**src/rtl/u_rx_ctrl.sv**
```systemverilog
// UART receive-side controller: baud tick divider, 8-bit FWFT byte FIFO with sticky overrun, idle-line timeout.
// All outputs registered; push visible next cycle; a byte arriving while full with no pop is dropped and flagged.
module u_rx_ctrl #(
  parameter int DIV_W      = 16,
  parameter int DEPTH      = 4,
  parameter int IDLE_TICKS = 320
) (
  input  logic                   sys_clk,
  input  logic                   sys_rstH,
  input  logic                   enableH,
  input  logic [DIV_W-1:0]       baud_divH,
  output logic                   EN_clk,
  input  logic [7:0]             rec_dataH,
  input  logic                   rec_readyH,
  input  logic                   rd_reqH,
  output logic [7:0]             rd_dataH,
  output logic                   rd_validH,
  output logic [$clog2(DEPTH):0] countH,
  output logic                   overrunH,
  input  logic                   clr_errH,
  input  logic                   flushH,
  output logic                   idle_toH
);

  localparam int PTR_W = $clog2(DEPTH);
  localparam int CNT_W = PTR_W + 1;
  localparam int TMR_W = $clog2(IDLE_TICKS + 1);
  localparam logic [TMR_W-1:0] TMR_LAST = TMR_W'(IDLE_TICKS - 1);
  localparam logic [CNT_W-1:0] CNT_FULL = CNT_W'(DEPTH);

  typedef enum logic [1:0] {T_IDLE, T_ARMED, T_FIRE} tstate_e;

  logic [DIV_W-1:0] div_cnt_q, div_cnt_d;
  logic             en_clk_q, en_clk_d;

  logic [7:0]       mem_q [DEPTH];
  logic [PTR_W-1:0] wr_ptr_q, wr_ptr_d, rd_ptr_q, rd_ptr_d;
  logic [CNT_W-1:0] count_q, count_d;
  logic             vld_q, overrun_q, overrun_d;
  logic             full, pop, push_ok, drop;

  tstate_e          state_q, state_d;
  logic [TMR_W-1:0] timer_q, timer_d;
  logic             fire_q;

  // >= rather than == so a divisor lowered mid-count ticks immediately instead of wrapping
  always_comb begin
    div_cnt_d = '0;
    en_clk_d  = 1'b0;
    if (enableH) begin
      if (div_cnt_q >= baud_divH) begin
        en_clk_d = 1'b1;
      end else begin
        div_cnt_d = div_cnt_q + DIV_W'(1);
      end
    end
  end

  assign full    = (count_q == CNT_FULL);
  assign pop     = rd_reqH && (count_q != '0) && !flushH;
  assign push_ok = rec_readyH && !flushH && (!full || pop);
  assign drop    = rec_readyH && !flushH && full && !pop;

  always_comb begin
    wr_ptr_d  = wr_ptr_q;
    rd_ptr_d  = rd_ptr_q;
    count_d   = count_q;
    overrun_d = overrun_q;
    if (flushH) begin
      wr_ptr_d = '0;
      rd_ptr_d = '0;
      count_d  = '0;
    end else begin
      if (push_ok) wr_ptr_d = wr_ptr_q + PTR_W'(1);
      if (pop)     rd_ptr_d = rd_ptr_q + PTR_W'(1);
      if (push_ok && !pop)      count_d = count_q + CNT_W'(1);
      else if (pop && !push_ok) count_d = count_q - CNT_W'(1);
    end
    if (drop)          overrun_d = 1'b1;
    else if (clr_errH) overrun_d = 1'b0;
  end

  always_ff @(posedge sys_clk) begin
    if (push_ok) mem_q[wr_ptr_q] <= rec_dataH;
  end

  always_comb begin
    state_d = state_q;
    timer_d = timer_q;
    case (state_q)
      T_IDLE: begin
        timer_d = '0;
        if (push_ok) state_d = T_ARMED;
      end
      T_ARMED: begin
        if (push_ok) begin
          timer_d = '0;
        end else if (en_clk_q) begin
          if (timer_q == TMR_LAST) begin
            state_d = T_FIRE;
            timer_d = '0;
          end else begin
            timer_d = timer_q + TMR_W'(1);
          end
        end
      end
      T_FIRE: begin
        timer_d = '0;
        state_d = push_ok ? T_ARMED : T_IDLE;
      end
      default: begin
        state_d = T_IDLE;
        timer_d = '0;
      end
    endcase
    if (!enableH || flushH) begin
      state_d = T_IDLE;
      timer_d = '0;
    end
  end

  always_ff @(posedge sys_clk or posedge sys_rstH) begin
    if (sys_rstH) begin
      div_cnt_q <= '0;
      en_clk_q  <= 1'b0;
      wr_ptr_q  <= '0;
      rd_ptr_q  <= '0;
      count_q   <= '0;
      vld_q     <= 1'b0;
      overrun_q <= 1'b0;
      state_q   <= T_IDLE;
      timer_q   <= '0;
      fire_q    <= 1'b0;
    end else begin
      div_cnt_q <= div_cnt_d;
      en_clk_q  <= en_clk_d;
      wr_ptr_q  <= wr_ptr_d;
      rd_ptr_q  <= rd_ptr_d;
      count_q   <= count_d;
      vld_q     <= (count_d != '0);
      overrun_q <= overrun_d;
      state_q   <= state_d;
      timer_q   <= timer_d;
      fire_q    <= (state_d == T_FIRE);
    end
  end

  assign EN_clk    = en_clk_q;
  assign rd_dataH  = mem_q[rd_ptr_q];
  assign rd_validH = vld_q;
  assign countH    = count_q;
  assign overrunH  = overrun_q;
  assign idle_toH  = fire_q;

endmodule

```
**config.mk**
```make
export PLATFORM = sky130hd
export DESIGN_NAME = u_rx_ctrl
export DESIGN_NICKNAME = d
export VERILOG_FILES = /design/src/rtl/u_rx_ctrl.sv
export SDC_FILE = /design/constraint.sdc
export NUM_CORES = 1
export LEC_CHECK = 0
export CAP_MARGIN = 20
export CORE_AREA = 2 2 103 65
export CTS_CLUSTER_DIAMETER = 50
export DETAILED_ROUTE_END_ITERATION = 10
export DIE_AREA = 0 0 105 67
export PLACE_DENSITY_LB_ADDON = 0.12
export REMOVE_ABC_BUFFERS = 1
export SKIP_LAST_GASP = 1
export SYNTH_ARGS = -nofsm -noshare
export SYNTH_HDL_FRONTEND = slang
export SYNTH_SLANG_ARGS = --single-unit
```
**constraint.sdc**
```tcl
create_clock -name sys_clk -period 4.15 [get_ports sys_clk]
set_input_delay 0.83 -clock sys_clk [delete_from_list [all_inputs] [get_ports sys_clk]]
set_output_delay 0.83 -clock sys_clk [all_outputs]
set_load 0.005 [all_outputs]
```
=== Word-level counts from Yosys, hierarchy flattened ===
Memories as Yosys holds them, arrays and structs flattened.
Cells that the tools add are included.

* Input port bits: 31
* Logic and storage cells: 72
* Register bits after elaboration: 38
* Memories kept: 1
* Bits in writable memories: 32

* Reduce and logical (&&, ||, !) cells: 21
* Equality and inequality tests: 6
* Muxes and demuxes: 27
* Add/sub/neg operators: 6
* Order comparisons: 1

{| class="wikitable"
|+ Memories
! memory !! depth !! width !! rd ports !! clocked after memory_dff !! write ports !! RTL line !! text
|-
| mem_q || 4 || 8 || 1 || 0 || 1 || 36 || <nowiki>logic [7:0] mem_q [DEPTH];</nowiki>
|}

{| class="wikitable"
|+ Operator list
! cell !! count
|-
| $mux W9 || 5
|-
| $mux W16 || 2
|-
| $mux W2 || 9
|-
| $add A16 B1 Y16 const B || 1
|-
| $ge A16 B16 Y1 || 1
|-
| $add A9 B1 Y9 const B || 1
|-
| $eq A9 B9 Y1 const B || 1
|-
| $mux W3 || 3
|-
| $logic_and A1 B1 Y1 || 8
|-
| $mux W1 || 7
|-
| $pmux W2 S3 || 1
|-
| $reduce_bool A2 Y1 || 3
|-
| $reduce_bool A3 Y1 || 2
|-
| $logic_not A1 Y1 || 5
|-
| $add A2 B1 Y2 const B || 2
|-
| $eq A2 B2 Y1 const B || 2
|-
| $ne A4 B4 Y1 const B || 1
|-
| $add A3 B1 Y3 const B || 1
|-
| $eq A3 B3 Y1 const B || 1
|-
| $sub A3 B1 Y3 const B || 1
|-
| $eq A2 B1 Y1 const B || 1
|-
| $logic_not A2 Y1 || 1
|-
| $logic_or A1 B1 Y1 || 2
|}

=== Logic depth before layout (Yosys ltp) ===
Gate-level depths: netlist of the first run.

* Word-level depth: 11
* Depth in mapped cells: 8
* Mapped depth without buffers: 7

=== Least setup slack after synthesis of the first run ===
No wires, ideal clock.

* Path kind: input -> register
* Start: in baud_divH[13]
* End: reg div_cnt_q[10]
* Required time: 4.079 ns
* Data arrival time: 2.189 ns
* Path buffers: 1
* Library setup time: 0.071 ns
* Slack: 1.890 ns
* Cell stages on the path: 8
* Path through: inv_1 ha_1 a211oi_1 o21ai_0 a221oi_2 o211ai_2 buf_2 nor2_1

* Longest elaborated chain between the ends: 3

{| class="wikitable"
|+ Ends and longest elaborated chain
! element !! RTL line !! text
|-
| from (decl) || 11 || <nowiki>input logic [DIV_W-1:0] baud_divH,</nowiki>
|-
| $ge A16 B16 Y1 || 51 || <nowiki>if (div_cnt_q >= baud_divH) begin</nowiki>
|-
| $mux W16 || 51 ||
|-
| $mux W16 || 50 || <nowiki>if (enableH) begin</nowiki>
|-
| net div_cnt_d[10] || 33 || <nowiki>logic [DIV_W-1:0] div_cnt_q, div_cnt_d;</nowiki>
|-
| to (signal assigned) || 135 || <nowiki>div_cnt_q <= div_cnt_d;</nowiki>
|-
| to (decl) || 33 ||
|}

The timed path passes the listed nets, and every way through them passes these cells.
A chain may end at the register's enable or synchronous reset.

=== Worst setup path in the final report of the first run ===
* Start: reg rd_ptr_q[0]
* End: out rd_dataH[1]

* Longest elaborated chain between the ends: 1

{| class="wikitable"
|+ Ends and longest elaborated chain
! element !! RTL line !! text
|-
| from (decl) || 37 || <nowiki>logic [PTR_W-1:0] wr_ptr_q, wr_ptr_d, rd_ptr_q, rd_ptr_d;</nowiki>
|-
| from (signal assigned) || 138 || <nowiki>rd_ptr_q <= rd_ptr_d;</nowiki>
|-
| $mem_v2 Z4 W8 || n/a ||
|-
| to (decl) || 16 || <nowiki>output logic [7:0] rd_dataH,</nowiki>
|}

No other way between the ends.

==> results of run 1 <==
==> layer usage <==
metal / vias up / routed length [um]
li1: 1118 / -
met1: 1098 / 3250
met2: 46 / 2690
met3: 2 / 316
met4: 0 / 12
met5: - / 0
==> registers in the layout (all words and copies together) (netlist names) <==
register   cells
mem_q         32
rd_ptr_q       2
div_cnt_q     16
idle_toH       1
countH         3
state_q        2
wr_ptr_q       2
overrunH       1
rd_validH      1
EN_clk         1
timer_q        9
==> area by class of cell <==
| cell class | count | share of cell area, % |
|---|---|---|
| Clock buffer | 9 | 2.93 |
| Sequential cell | 70 | 45.2 |
| Tap cell | 84 | 2.48 |
| Multi-Input combinational cell | 185 | 34.4 |
| Clock inverter | 7 | 1.74 |
| Timing Repair Buffer | 46 | 10.8 |
| Inverter | 28 | 2.48 |
==> power breakdown <==
group / switching [W] / internal [W] / leakage, nW
Clock: 0.000254 / 0.000279 / 0.0996
Combinational: 0.0000944 / 0.000140 / 0.854
Sequential: 0.0000330 / 0.000755 / 0.814
Total: 0.000382 / 0.00117 / 1.77
==> through the flow <==
| step | instances | power (W) | setup WS (ps) | hold slack [ps] |
|---|---|---|---|---|
| finish | 429 | 0.00156 | 1210 | 473 |
| global route | 429 | 0.00163 | 1080 | 493 |
| CTS | 429 | 0.00157 | 1150 | 470 |
| detailed placement | 413 | 0.00104 | 1130 | 459 |
| global placement | 413 | 0.00104 | 1160 | 450 |
| floorplan | 283 | 0.000922 | 1940 | 427 |
==> worst max-delay path by stage <==
stage	startpoint	end	slack (ps)
after global placement	baud_divH[13]	div_cnt_q[0]	1160
after CTS	rd_ptr_q[0]	rd_dataH[1]	1150
after detailed placement	baud_divH[13]	div_cnt_q[8]	1130
final	rd_ptr_q[0]	rd_dataH[1]	1210
after global routing	rd_ptr_q[0]	rd_dataH[6]	1080
after floorplan	baud_divH[13]	div_cnt_q[10]	1940
==> cell usage in the layout (no fill, tap or decap), drive strengths merged, types with 2 or more instances in the layout <==
| cell type | n |
|---|---|
| xnor2 | 9 |
| clkbuf | 9 |
| clkdlybuf4s50 | 45 |
| nand2 | 15 |
| nand3 | 7 |
| and2 | 7 |
| a41oi | 2 |
| nand4 | 5 |
| a21oi | 8 |
| edfxtp | 32 |
| nor3b | 2 |
| o21ai | 8 |
| ha | 25 |
| dfrtp | 38 |
| nor2 | 34 |
| mux4 | 8 |
| nor3 | 4 |
| xor2 | 12 |
| and3 | 5 |
| a211oi | 3 |
| nand2b | 2 |
| nor2b | 5 |
| clkinv | 4 |
| o211ai | 6 |
| a21o | 2 |
| inv | 29 |
==> kinds of logic after synthesis <==
group / count (synthesis) / share of synthesized area [%]
simple gates: 93 / 14.2
flops: 70 / 54.5
xor+xnor: 21 / 5.24
compound gates: 36 / 7.35
buf+inv: 34 / 4.07
fa+ha+maj: 25 / 8.92
mux: 10 / 5.74
==> impl_metrics.toml, run 1 <==
[status]
run_status = "completed"

[timing]
final-setup-viol-count = 0
period_share_pct = 70.9
fin_setup_tns_ps = 0
slew_headroom_pct = 51.8
rsz0062_at_grt = "no"
clock-skew-final_ps = 7.46
drv_slew = 0
tightest_slew_ps = 720
hold_viol_final = 0
fmax_mhz = 340
period_needed_ps = 2940

[synth]
syn_avg_cell_area_um2 = 12.1
yosysUniqueCellTypes = 49
yosysMostFrequentCell = "dfrtp_1"
synth_seq_area_share_pct = 54.5
synth_enable_flop_cells = 32
synth.top_cell.area_share_pct = 27.4
synth_area_mm2 = 0.00351
yosysTopAreaCell = "edfxtp_1"
synthTopCellsByArea = "edfxtp_1 27%, dfrtp_1 27%, ha_1 8.9%, mux4_2 5.1%, nor2_1 3.5%"
synthFlopType = "dfrtp_1"
async_flop_share_pct = 54.3
synth-seq-cells = 70
synth_common_cells = "38 x dfrtp_1, 33 x nor2_1, 32 x edfxtp_1"
syn-instance-count = 289
yosys_warnings = 0

[min_path]
whs_endpoint = "state_q[0]"
hold_path_class = "register to register"
hold_depth = 1
min_from = "state_q[1]"

[critical_path]
cp-end-kind = "output pin"
r2r_slack_ps = 2000
cpMaxStageDelayCell = "dfrtp_1"
path_class = "register to output pin"
crit_fanout = 10
worstPathCellList = "mux4_2 -> clkdlybuf4s50_1"
r2r_end = "div_cnt_q[8]"
crit_buf_inv = 1
worstPathArrival_ps = 2110
cp_num_cells = 2
required_ps = 3320
cpLargestDelayFamily = "flip-flops"
start_kind = "register"
slowest_delay_ps = 730
rr_startpoint = "div_cnt_q[13]"
reg2reg_depth = 6

[clocking]
tritoncts.num_buffers = 9
post_cts_buffers = 0
clock_latency_ps = 330
clockBufferDepth = 2
h-tree-depth = 3
clock-sinks = 70
cts_tree = "built"
clk_pin_slew_ps = 70
cts-root-buf = "clkbuf_8"
post_cts_resized = 0
cts-hold-fix-buffers = 0

[finish]
layout.area.seq_mm2 = 0.00191
final_util_pct = 70.5
fill_cells = 477
final_cell_area_mm2 = 0.00423
diodes = 0
drive_above_1_share_pct = 11.0
nets = 396
area_delta_synth_final_pct = 20.6
multi_input_comb_area_mm2 = 0.00145

[global_route]
grt_use_total_pct = 19.8
grt_pass1_wl_mm = 10.5
use_met2_pct = 27.4
use_met1_pct = 30.4
use_met3_pct = 5.68
grt-ovfl-total = 0
grt_max_degree = 39
antenna_found_initial = 0
grt_pass1_vias = 2186
busiest_layer = "met1"

[routing]
routed_wl_mm = 6.27
route.vias.total = 2264
drtPass1Iterations = 4
wl_per_cell_um = 14.6
viasPerCell = 5.28
antenna_left = 0
first_iter_violations = 93
drc = 0

[place]
placement.io_buffers = 45
dpl-instance-area_mm2 = 0.00403
dp_hpwl_mm = 4.63
gp_congestion = 0.815

[floorplan]
die_area_mm2 = 0.00704
fp.dieH_um = 67
initial_utilization_pct = 58.5
core-area_mm2 = 0.00600
io_pins = 46
rows = 22
die_x_um = 105

[pwr]
ir_drop_v = 0.000219
power.leakage_nw = 1.77
p_per_area_mw_per_mm2 = 368

[flow_run]
max_cap_viol_count = 0
Power figures use the tool's default switching activity.
==> run 2: changes to the inputs <==
--- a/config.mk
+++ b/config.mk
@@ -6,10 +6,10 @@
 export NUM_CORES = 1
 export LEC_CHECK = 0
 export CAP_MARGIN = 20
-export CORE_AREA = 2 2 103 65
+export CORE_AREA = 2 2 107 67
 export CTS_CLUSTER_DIAMETER = 50
 export DETAILED_ROUTE_END_ITERATION = 10
-export DIE_AREA = 0 0 105 67
+export DIE_AREA = 0 0 109 69
 export PLACE_DENSITY_LB_ADDON = 0.12
 export REMOVE_ABC_BUFFERS = 1
 export SKIP_LAST_GASP = 1
==> constraint.sdc (replaced) <==
create_clock -name sys_clk -period 2.73 [get_ports sys_clk]
set_input_delay 0.546 -clock sys_clk [delete_from_list [all_inputs] [get_ports sys_clk]]
set_output_delay 0.546 -clock sys_clk [all_outputs]
set_load 0.005 [all_outputs]
==> run 2 against run 1 <==
Against the previous run: die area up 6.9%; routed wire length up 4.1%; non-clock buffer count up 6; worst setup slack worse by 900 ps; hold slack worse by 3.9 ps; critical path type unchanged; critical endpoint is now rd_dataH[5].
==> impl_metrics.toml, run 2 (same netlist as run 1, synthesis figures left out) <==
[status]
run_status = "completed"

[finish]
fill_cells = 514
area_delta_synth_final_pct = 21.8
largest_register_ffs = 32
nets = 402
final_common_cell = "clkdlybuf4s50_1"
largest-register = "mem_q"
final_cell_mix = "45 x clkdlybuf4s50_1, 38 x dfrtp_1, 33 x nor2_1"
diodes = 0
drive_above_1_share_pct = 12.3
largest_registers = "mem_q (32), div_cnt_q (16), timer_q (9)"

[timing]
rsz0062_at_grt = "no"
fin_setup_tns_ps = 0
clock-skew-final_ps = 11.3
final-setup-viol-count = 0
tightest_slew_ps = 508
period_needed_ps = 2430
drv_slew = 0
period_share_pct = 88.9
hold_viol_final = 0
fmax_mhz = 412
slew_headroom_pct = 66.0

[place]
dp_hpwl_mm = 4.84
gp_congestion = 0.797
placement.io_buffers = 45

[routing]
drtPass1Iterations = 4
wl_per_cell_um = 14.9
route.vias.total = 2311
antenna_left = 0
routed_wl_mm = 6.53
drc = 0
first_iter_violations = 91
viasPerCell = 5.28

[global_route]
antenna_found_initial = 0
grt_pass1_wl_mm = 11.3
grt_max_degree = 39
grt_use_total_pct = 19.5
grt_pass1_vias = 2306
grt-ovfl-total = 0

[floorplan]
initial_utilization_pct = 53.7
rows = 23
die_area_mm2 = 0.00752
io_pins = 46
die_x_um = 109
fp.dieH_um = 69
core-area_mm2 = 0.00653

[clocking]
clock-sinks = 70
cts_tree = "built"
clockBufferDepth = 2
clk_pin_slew_ps = 70
post_cts_buffers = 0
h-tree-depth = 3
post_cts_resized = 0
tritoncts.num_buffers = 9
cts-root-buf = "clkbuf_8"
clock_latency_ps = 330
cts-hold-fix-buffers = 0

[critical_path]
worstPathCellList = "buf_4 -> mux4_2 -> clkdlybuf4s50_1"
crit_fanout = 10
start_kind = "register"
required_ps = 2180
crit_start = "rd_ptr_q[0]"
reg2reg_depth = 7
crit_buf_inv = 2
cpMaxStageDelayCell = "mux4_2"
path_class = "register to output pin"
slowest_delay_ps = 520
cp-end-kind = "output pin"
cp_num_cells = 3
rr_startpoint = "div_cnt_q[13]"
cpLargestDelayFamily = "buffers and inverters"
worstPathArrival_ps = 1880

[min_path]
hold_path_class = "register to register"
min_from = "state_q[1]"
hold_depth = 1

[flow_run]
max_cap_viol_count = 0

[pwr]
ir_drop_v = 0.000321
p_per_area_mw_per_mm2 = 552
power.leakage_nw = 1.79
finalPower_w = 0.00236
## run 2: cell types whose count changed in the layout (fill, tap and decap cells not counted)
| cell | before | now |
|---|---|---|
| buf_4 | 1 | 7 |
| clkinv_1 | 0 | 1 |
| clkinv_2 | 2 | 3 |
| clkinv_4 | 2 | 1 |
| inv_6 | 1 | 0 |
## run 2: report_power, final
part / total [W] / internal [W] / switching (W)
combinational: 0.000394 / 0.000225 / 0.000170
clock: 0.000782 / 0.000415 / 0.000367
sequential: 0.00118 / 0.00115 / 0.0000319
total: 0.00236 / 0.00179 / 0.000568
## run 2: layout make-up
| class | instances | area, um^2 | area share [%] |
|---|---|---|---|
| Sequential cell | 70 | 1910 | 44.8 |
| Multi-Input combinational cell | 185 | 1450 | 34.0 |
| Timing Repair Buffer | 52 | 503 | 11.8 |
| Clock buffer | 9 | 124 | 2.90 |
| Tap cell | 87 | 109 | 2.55 |
| Inverter | 28 | 105 | 2.46 |
| Clock inverter | 7 | 65.1 | 1.52 |
## run 2: path summary, 6_finish.rpt
| kind | end | slack (ps) |
|---|---|---|
| worst max-delay path | rd_dataH[5] | 300 |
| worst min-delay path | state_q[0] | 470 |
| max in group asynchronous | state_q[1] | 1740 |
| worst max register to register | div_cnt_q[2] | 730 |
| worst min register to register | state_q[0] | 470 |
| min in group asynchronous | countH[1] | 630 |
## run 2: stage by stage
step	cell area [um^2]	std cells	hold WS [ps]	utilization, %	worst slack (ps)
floorplan	3470	283	427	-	804
global placement	4080	422	453	62.5	144
detailed placement	4080	422	450	62.5	79.0
CTS	4270	438	475	65.4	271
global route	4270	438	502	65.4	207
finish	4270	438	469	65.4	304
## run 2: routing by layer
layer	part of all wire [%]	global-route usage, %	vias up
met2	41	26.0	50
met1	53	30.2	1112
met5	0	0	-
li1	-	-	1140
met4	1.2	6.27	0
met3	4.5	5.68	9
==> run 3: changes to the inputs <==
--- a/config.mk
+++ b/config.mk
@@ -6,10 +6,13 @@
 export NUM_CORES = 1
 export LEC_CHECK = 0
 export CAP_MARGIN = 20
-export CORE_AREA = 2 2 107 67
+export CELL_PAD_IN_SITES_DETAIL_PLACEMENT = 2
+export CELL_PAD_IN_SITES_GLOBAL_PLACEMENT = 2
+export CORE_AREA = 2 2 101 103
 export CTS_CLUSTER_DIAMETER = 50
 export DETAILED_ROUTE_END_ITERATION = 10
-export DIE_AREA = 0 0 109 69
+export DIE_AREA = 0 0 103 105
+export GPL_ROUTABILITY_DRIVEN = 0
 export PLACE_DENSITY_LB_ADDON = 0.12
 export REMOVE_ABC_BUFFERS = 1
 export SKIP_LAST_GASP = 1
==> run 3 against run 2 <==
Against the previous run: routed wire length grew 20%; sequential share of layout area shrank 0.68 points; power grew 3.9%; largest power group unchanged; non-clock buffer count shrank 3; first-iteration DRC count grew 1.1%; global-route usage shrank 3.5 points; critical endpoint is now rd_dataH[4].
==> impl_metrics.toml, run 3 (same netlist as run 1, synthesis figures left out) <==
[clocking]
clock-sinks = 70
cts-hold-fix-buffers = 0
clockBufferDepth = 2
clk_pin_slew_ps = 80
cts_tree = "built"
h-tree-depth = 3
post_cts_buffers = 0
tritoncts.num_buffers = 9
cts-root-buf = "clkbuf_8"
clock_latency_ps = 360
post_cts_resized = 0

[place]
placement.io_buffers = 45
post-place-ws_ps = 63.1
dp_hpwl_mm = 5.94

[floorplan]
fp.dieH_um = 105
die_area_mm2 = 0.0108
core-area_mm2 = 0.00964
io_pins = 46
rows = 36
initial_utilization_pct = 36.4
die_x_um = 103

[global_route]
grt_max_degree = 39
antenna_found_initial = 0
grt_pass1_vias = 2614
grt_use_total_pct = 16.0
grt_pass1_wl_mm = 13.1
grt-ovfl-total = 0

[finish]
drive_above_1_share_pct = 11.8
largest_registers = "mem_q (32), div_cnt_q (16), timer_q (9)"
final_util_pct = 45.0
final_cell_mix = "45 x clkdlybuf4s50_1, 38 x dfrtp_1, 33 x nor2_1"
final_common_cell = "clkdlybuf4s50_1"
area_delta_synth_final_pct = 23.6
largest-register = "mem_q"
nets = 399
largest_register_ffs = 32
diodes = 0

[critical_path]
path_class = "register to output pin"
cp-end-kind = "output pin"
cpLargestDelayFamily = "buffers and inverters"
slowest_delay_ps = 540
crit_fanout = 8
worstPathCellList = "buf_4 -> mux4_2 -> clkdlybuf4s50_1"
crit_buf_inv = 2
cpMaxStageDelayCell = "mux4_2"
required_ps = 2180
worstPathArrival_ps = 1980
start_kind = "register"

[pwr]
finalPower_w = 0.00245
p_per_area_mw_per_mm2 = 565
ir_drop_v = 0.000239
power.leakage_nw = 1.78

[routing]
first_iter_violations = 92
wl_per_cell_um = 16.3
drc = 0
drtPass1Iterations = 5
route.vias.total = 2378
viasPerCell = 4.94
routed_wl_mm = 7.84
antenna_left = 0

[timing]
finalWorstSetupSlack_ps = 203
slew_headroom_pct = 66.5
fin_setup_tns_ps = 0
hold_viol_final = 0
fmax_mhz = 396
clock-skew-final_ps = 7.98
period_share_pct = 92.6
final-setup-viol-count = 0
tightest_slew_ps = 501
rsz0062_at_grt = "no"
period_needed_ps = 2530
drv_slew = 0

[min_path]
hold_path_class = "register to register"

[status]
run_status = "completed"

[flow_run]
max_cap_viol_count = 0
## run 3: worst register-to-register path, cell delays in order, from the launching register on
cell	delay [ps]
dfrtp_1	420
inv_1	100
ha_1	240
nand2_2	120
nor2_4	130
nor2b_4	80
or4b_4	610
a311oi_1	240
## run 3: cell type report
cell class	instances	area (um^2)
fill	1034	5300
sequential	70	1910
multi-input combinational	185	1450
timing repair buffer	49	493
tap	133	166
clock buffer	10	138
inverter	28	105
clock inverter	6	70.1
## run 3: power by group
part / total [W] / leakage (nW) / internal [W] / switching (W)
combinational: 0.000399 / 0.874 / 0.000224 / 0.000175
clock: 0.000871 / 0.0951 / 0.000451 / 0.000420
sequential: 0.00118 / 0.814 / 0.00115 / 0.0000316
## run 3: worst paths after layout
| check | from | end | slack (ps) | depth (start not counted) |
|---|---|---|---|---|
| min reg2reg | state_q[1] | state_q[0] | 470 | 1 |
| max in group asynchronous | sys_rstH | rd_ptr_q[0] | 1770 | 3 |
| min in group asynchronous | sys_rstH | timer_q[1] | 620 | 3 |
| min | state_q[1] | state_q[0] | 470 | 1 |
| max | rd_ptr_q[0] | rd_dataH[4] | 200 | 3 |
| max reg2reg | countH[0] | timer_q[3] | 700 | 7 |
## run 3: per-layer routing
| metal | wire length [um] | GRT usage (%) | vias to the layer above |
|---|---|---|---|
| met3 | 303 | 4.35 | 7 |
| li1 | - | - | 1131 |
| met2 | 4020 | 26.5 | 42 |
| met5 | 0 | 0 | - |
| met1 | 3410 | 20.2 | 1198 |
| met4 | 102 | 4.79 | 0 |
## run 3: per-stage QoR
step                      area, um^2  cells  hold slack [ps]
after CTS                       4340    481              475
after detailed placement        4130    465              452
after global placement          4130    465              447
final                           4340    481              474
after global routing            4340    481              509
after floorplan                 3470    283              427
